--- src/rtl/prog_sequencer.sv ---
// Program sequencer: DEPTH-entry {op,val} store, issues one instr per valid/ready handshake; start->first valid 1 cycle.
// Outputs registered and held while instr_ready=0; optional writable storage via PROG_WR_EN.
module prog_sequencer #(
  parameter int ADDR_W  = 4,
  parameter int OP_W    = 3,
  parameter int VAL_W   = 4,
  parameter int DEPTH   = 7,
  parameter int CONST_A = 4,
  parameter int CONST_C = 2,
  parameter int CONST_D = 1
) (
  input  logic              clk,
  input  logic              rst_n,
  input  logic              start,
  input  logic              abort,
`ifdef PROG_WR_EN
  input  logic              prog_we,
  input  logic [ADDR_W-1:0] prog_addr,
  input  logic [OP_W-1:0]   prog_op,
  input  logic [VAL_W-1:0]  prog_val,
`endif
  output logic              instr_valid,
  input  logic              instr_ready,
  output logic [OP_W-1:0]   instr_op,
  output logic [VAL_W-1:0]  instr_val,
  output logic [ADDR_W-1:0] pc,
  output logic              busy,
  output logic              done
);

  localparam int WORD_W = OP_W + VAL_W;
  localparam logic [ADDR_W-1:0] LAST_PC = ADDR_W'(DEPTH - 1);

  typedef enum logic [1:0] {S_IDLE, S_ISSUE, S_DONE} state_e;

  state_e              state_q, state_d;
  logic [ADDR_W-1:0]   pc_q, pc_d;
  logic                valid_q, valid_d;
  logic [OP_W-1:0]     op_q, op_d;
  logic [VAL_W-1:0]    val_q, val_d;
  logic [WORD_W-1:0]   first_word, next_word;

  function automatic logic [WORD_W-1:0] rom_word(input int a);
    case (a)
      0:       return {OP_W'(0), VAL_W'(CONST_A)};
      1:       return {OP_W'(1), VAL_W'(CONST_C)};
      2:       return {OP_W'(1), VAL_W'(CONST_A)};
      3:       return {OP_W'(1), VAL_W'(CONST_C)};
      4:       return {OP_W'(2), VAL_W'(CONST_D)};
      5:       return {OP_W'(3), VAL_W'(0)};
      6:       return {OP_W'(4), VAL_W'(0)};
      default: return {OP_W'(7), VAL_W'(0)};
    endcase
  endfunction

`ifdef PROG_WR_EN
  function automatic logic [DEPTH*WORD_W-1:0] default_image();
    logic [DEPTH*WORD_W-1:0] img;
    img = '0;
    for (int i = 0; i < DEPTH; i++) img[i*WORD_W +: WORD_W] = rom_word(i);
    return img;
  endfunction

  // Storage is never reset: it powers up holding the default program and keeps writes across resets.
  logic [DEPTH-1:0][WORD_W-1:0] mem_q = default_image();
  logic                         wr_en;

  assign wr_en = prog_we && (state_q == S_IDLE) &&
                 ({1'b0, prog_addr} < (ADDR_W+1)'(DEPTH));

  always_ff @(posedge clk) begin
    for (int i = 0; i < DEPTH; i++) begin
      if (wr_en && (prog_addr == ADDR_W'(i))) mem_q[i] <= {prog_op, prog_val};
    end
  end

  function automatic logic [WORD_W-1:0] fetch(input logic [ADDR_W-1:0] a);
    logic [WORD_W-1:0] w;
    w = {OP_W'(7), VAL_W'(0)};
    for (int i = 0; i < DEPTH; i++) begin
      if (a == ADDR_W'(i)) w = mem_q[i];
    end
    return w;
  endfunction
`else
  function automatic logic [WORD_W-1:0] fetch(input logic [ADDR_W-1:0] a);
    return rom_word(int'(a));
  endfunction
`endif

  always_ff @(posedge clk) begin
    if (!rst_n) begin
      state_q <= S_IDLE;
      pc_q    <= '0;
      valid_q <= 1'b0;
      op_q    <= '0;
      val_q   <= '0;
    end else begin
      state_q <= state_d;
      pc_q    <= pc_d;
      valid_q <= valid_d;
      op_q    <= op_d;
      val_q   <= val_d;
    end
  end

  always_comb begin
    state_d    = state_q;
    pc_d       = pc_q;
    valid_d    = valid_q;
    op_d       = op_q;
    val_d      = val_q;
    first_word = fetch('0);
    next_word  = fetch(pc_q + ADDR_W'(1));
    case (state_q)
      S_IDLE: begin
        if (start && !abort) begin
          state_d        = S_ISSUE;
          pc_d           = '0;
          valid_d        = 1'b1;
          {op_d, val_d}  = first_word;
        end
      end
      S_ISSUE: begin
        // Abort takes priority over a same-cycle handshake for state purposes.
        if (abort) begin
          state_d = S_IDLE;
          valid_d = 1'b0;
        end else if (valid_q && instr_ready) begin
          if (pc_q == LAST_PC) begin
            state_d = S_DONE;
            valid_d = 1'b0;
          end else begin
            pc_d          = pc_q + ADDR_W'(1);
            {op_d, val_d} = next_word;
          end
        end
      end
      S_DONE:  state_d = S_IDLE;
      default: state_d = S_IDLE;
    endcase
  end

  assign instr_valid = valid_q;
  assign instr_op    = op_q;
  assign instr_val   = val_q;
  assign pc          = pc_q;
  assign busy        = (state_q == S_ISSUE);
  assign done        = (state_q == S_DONE);

endmodule

--- config.mk ---
export PLATFORM = sky130hd
export DESIGN_NAME = prog_sequencer
export DESIGN_NICKNAME = d
export VERILOG_FILES = /design/src/rtl/prog_sequencer.sv
export SDC_FILE = /design/constraint.sdc
export NUM_CORES = 1
export LEC_CHECK = 0
export BUFFER_PORTS_ARGS = -buffer_cell sky130_fd_sc_hd__buf_2
export CAP_MARGIN = 40
export CELL_PAD_IN_SITES_DETAIL_PLACEMENT = 0
export CELL_PAD_IN_SITES_GLOBAL_PLACEMENT = 2
export CORE_ASPECT_RATIO = 1.75
export CORE_MARGIN = 8
export CORE_UTILIZATION = 31
export CTS_CLUSTER_DIAMETER = 30
export CTS_CLUSTER_SIZE = 16
export DETAILED_ROUTE_END_ITERATION = 8
export GPL_TIMING_DRIVEN = 0
export PLACE_DENSITY_LB_ADDON = 0.1
export SLEW_MARGIN = 20
export SYNTH_ARGS = -nofsm -noshare
export SYNTH_HDL_FRONTEND = slang
export SYNTH_SLANG_ARGS = --single-unit
--- constraint.sdc ---
create_clock -name clk -period 4.5 [get_ports clk]
set_clock_uncertainty 0.1 [all_clocks]
set_input_delay 0.9 -clock clk [delete_from_list [all_inputs] [get_ports clk]]
set_output_delay 0.9 -clock clk [all_outputs]
set_load 0.005 [all_outputs]
==> run metrics <==
Synth area leaders sky130_fd_sc_hd__dfxtp_1 (33%), sky130_fd_sc_hd__ha_1 (7.9%), sky130_fd_sc_hd__nand2_1 (4.3%), sky130_fd_sc_hd__a31oi_1 (3.2%), sky130_fd_sc_hd__nand2b_1 (3.2%); Yosys warnings 0; total number of vias between 700 and 800; PwrDens between 200 and 300 nW/um^2; area inside the core boundary around 2500 sq um; worst setup slack for register-to-register paths 2270 ps; delay of the slowest cell on the worst path about 670 ps; nature of the critical path startpoint input pin; cell family contributing the most delay on the critical path simple AND/OR/NAND/NOR gates; clock latency reported for the late side of the worst-skew pair 240 ps; signal arrival time at the worst endpoint roughly 2400 ps; endpoint required time on the critical path ~4500 ps; part of the Yosys area used for sequential elements roughly a third; register bit count reported by yosys 13; endpoint kind of the worst setup timing path flip-flop; final setup violation count 0; ant diodes 0; critical-path maximum fanout 10; Clock transition at path regs 60 ps; max_cap viols 0; Routed wire per std cell 14.19 microns; Hold Fails Final Rpt 0; all-layer global routing usage 9.701%; Distinct cells, synth 36; clock root buffer sky130_fd_sc_hd__clkbuf_8; final critical-path share of the clock period 52.49%; starting density of the core 32.01%; Port Buffer Count 17; First-pass DRT Iterations 4; routed wire length slightly above 2 mm; standby leakage power approximately 0.43 nW; layout overhead on the synthesized area 20.63%; # DRC 0; I/O pin cnt 19; ordered list of cells on the worst path buf_2, or4b_2, clkbuf_1, and2_1, mux2i_1, nor2_1; synth cell count leaders sky130_fd_sc_hd__dfxtp_1 (13), sky130_fd_sc_hd__nand2_1 (9), sky130_fd_sc_hd__ha_1 (5), sky130_fd_sc_hd__inv_1 (5); count of pins over their slew limit 0; aggregate negative setup slack 0 ps; final antenna-violating net count 0; placer congestion estimate ~0.74; clock sinks 13; post-cts hold buffer count 0; initial antenna violation count 0; combined buffer and inverter count along the critical path 2; fraction of synthesized cell area taken by the top area cell type 33.02%; outcome finished, final reports clean; top cell type by total area after synthesis sky130_fd_sc_hd__dfxtp_1; cell row count 24; post-synthesis instance area 788.3 sq um; top_reg_cell synth sky130_fd_sc_hd__dfxtp_1; endpoint of the worst register-to-register path pc[2]; cells resized by post-CTS repair 0; worst vdd rail ir drop 0.00009849 V; clock tree from TritonCTS yes; top achievable clock speed approximately 0.42 GHz; worst-case clock buffer depth 2; type of the setup path with the least slack in -> reg; setup repair after global routing missed its margin false; Post-synth ARST share 0%; number of DRC violations after detailed-routing iteration 0 21; post-synthesis instance total 97; global route overflow 0; first-pass GRT wire length approximately 3.3 mm; Setup Buffers After CTS 0; post-detail-place hpwl roughly 1.6 mm; startpoint of the most critical register-to-register path pc[0]; number of levels in the clock H-tree 1; dominant cell by count in the synthesized netlist sky130_fd_sc_hd__dfxtp_1; Post-synth EDFFs 0; layout cells sized above 1 22.03%; floorplan die width 54.12 microns; mean number of vias per cell 5.139; Die Y-Extent 82.71 microns; utilization after layout 38.62%; Crit path depth 6; Avg Cell Area, Syn 8.126 sq um; net count reported at finish 129; count of cells along the worst register-to-register path 7; Num CTS Buffers 3; Critical Path End pc[1]; min Tclk post-route 2362 ps; via count of the first global-routing pass just under 700; Worst setup startpoint abort; slowest stage cell on the critical path sky130_fd_sc_hd__or4b_2; net count after synthesis 107; largest net degree at the start of global routing 11; min-delay worst type reg -> reg; DIE AREA 4476 sq um
-- metal layers --
layer | vias up | global-route usage, % | share of wire [%]
li1 | 386 | - | -
met1 | 328 | 11.16 | 42
met2 | 22 | 16.24 | 50
met3 | 4 | 2.151 | 6.3
met4 | 0 | 4.455 | 1.5
met5 | - | 0 | 0
-- kinds of logic after synthesis --
kind of cell / count (synthesis) / synth area share (%)
other: 1 / 0.4757
xor gates and xnor gates: 2 / 2.223
and+or+nand+nor: 40 / 28.73
AOI/OAI and AO/OA: 22 / 17.94
adders and majority gates: 5 / 7.937
DFF: 13 / 33.02
buffers and inverters: 12 / 6.984
muxes: 2 / 2.698
-- sequential cells by signal (all words and copies together), names as in the netlist --
register and count:
instr_op 3, instr_val 3, instr_valid 1, pc 4, state_q 2
-- metrics by stage --
stage | power, mW | hold slack [ps] | instances | cell area, sq um | setup WS, ps
final | 0.2388 | 361.2 | 144 | 950.9 | 2138
after global routing | 0.2507 | 389.1 | 144 | 950.9 | 2076
after CTS | 0.2423 | 367.5 | 144 | 950.9 | 2144
after detailed placement | 0.1372 | 358.3 | 140 | 905.9 | 1885
after global placement | 0.1372 | 355.2 | 140 | 905.9 | 1890
after floorplan | 0.1294 | 360.9 | 97 | 788.3 | 2206
-- worst min path at each step --
stage                     start     endpoint  slack, ps  cells after the start
floorplan           instr_op[0]  instr_op[0]        360                      2
global placement    instr_op[0]  instr_op[0]        360                      2
detailed placement  instr_op[0]  instr_op[0]        360                      2
CTS                 instr_op[0]  instr_op[0]        370                      2
global route        instr_op[0]  instr_op[0]        390                      2
finish              instr_op[0]  instr_op[0]        360                      2
-- worst register-to-register path: stages (launching register included) --
cell and delay [ps]:
sky130_fd_sc_hd__dfxtp_1 450, sky130_fd_sc_hd__inv_1 130, sky130_fd_sc_hd__ha_1 210, sky130_fd_sc_hd__and3b_1 210
sky130_fd_sc_hd__or4_1 400, sky130_fd_sc_hd__buf_2 190, sky130_fd_sc_hd__or3b_1 350, sky130_fd_sc_hd__a31oi_1 120
-- area by class of cell --
type / instances / area [sq um]
Buffer: 7 / 36.28
Clock buffer: 4 / 45.04
Timing Repair Buffer: 17 / 85.08
Sequential cell: 13 / 260.3
Multi-Input combinational cell: 72 / 473.0
Inverter: 5 / 18.77
Tap cell: 26 / 32.53
Fill cell: 282 / 1511
-- where the power goes --
group          internal [mW]  switching (mW)  total [mW]
logic                0.00643         0.00927      0.0157
clock network         0.0625          0.0417       0.104
registers              0.117         0.00164       0.119
total                  0.186          0.0526       0.239
-- layout by cell type, fill, tap and decap left out, types with 4 or more instances in the layout --
cell,instances
sky130_fd_sc_hd__dfxtp_1,13
sky130_fd_sc_hd__o21ai_0,4
sky130_fd_sc_hd__clkbuf_1,4
sky130_fd_sc_hd__inv_1,5
sky130_fd_sc_hd__a31oi_1,4
sky130_fd_sc_hd__nor2b_1,4
sky130_fd_sc_hd__nand2_1,9
sky130_fd_sc_hd__ha_1,5
sky130_fd_sc_hd__a21oi_1,4
sky130_fd_sc_hd__nand2b_1,4
sky130_fd_sc_hd__buf_2,19
No activity file was read; power rests on OpenSTA's default activity.
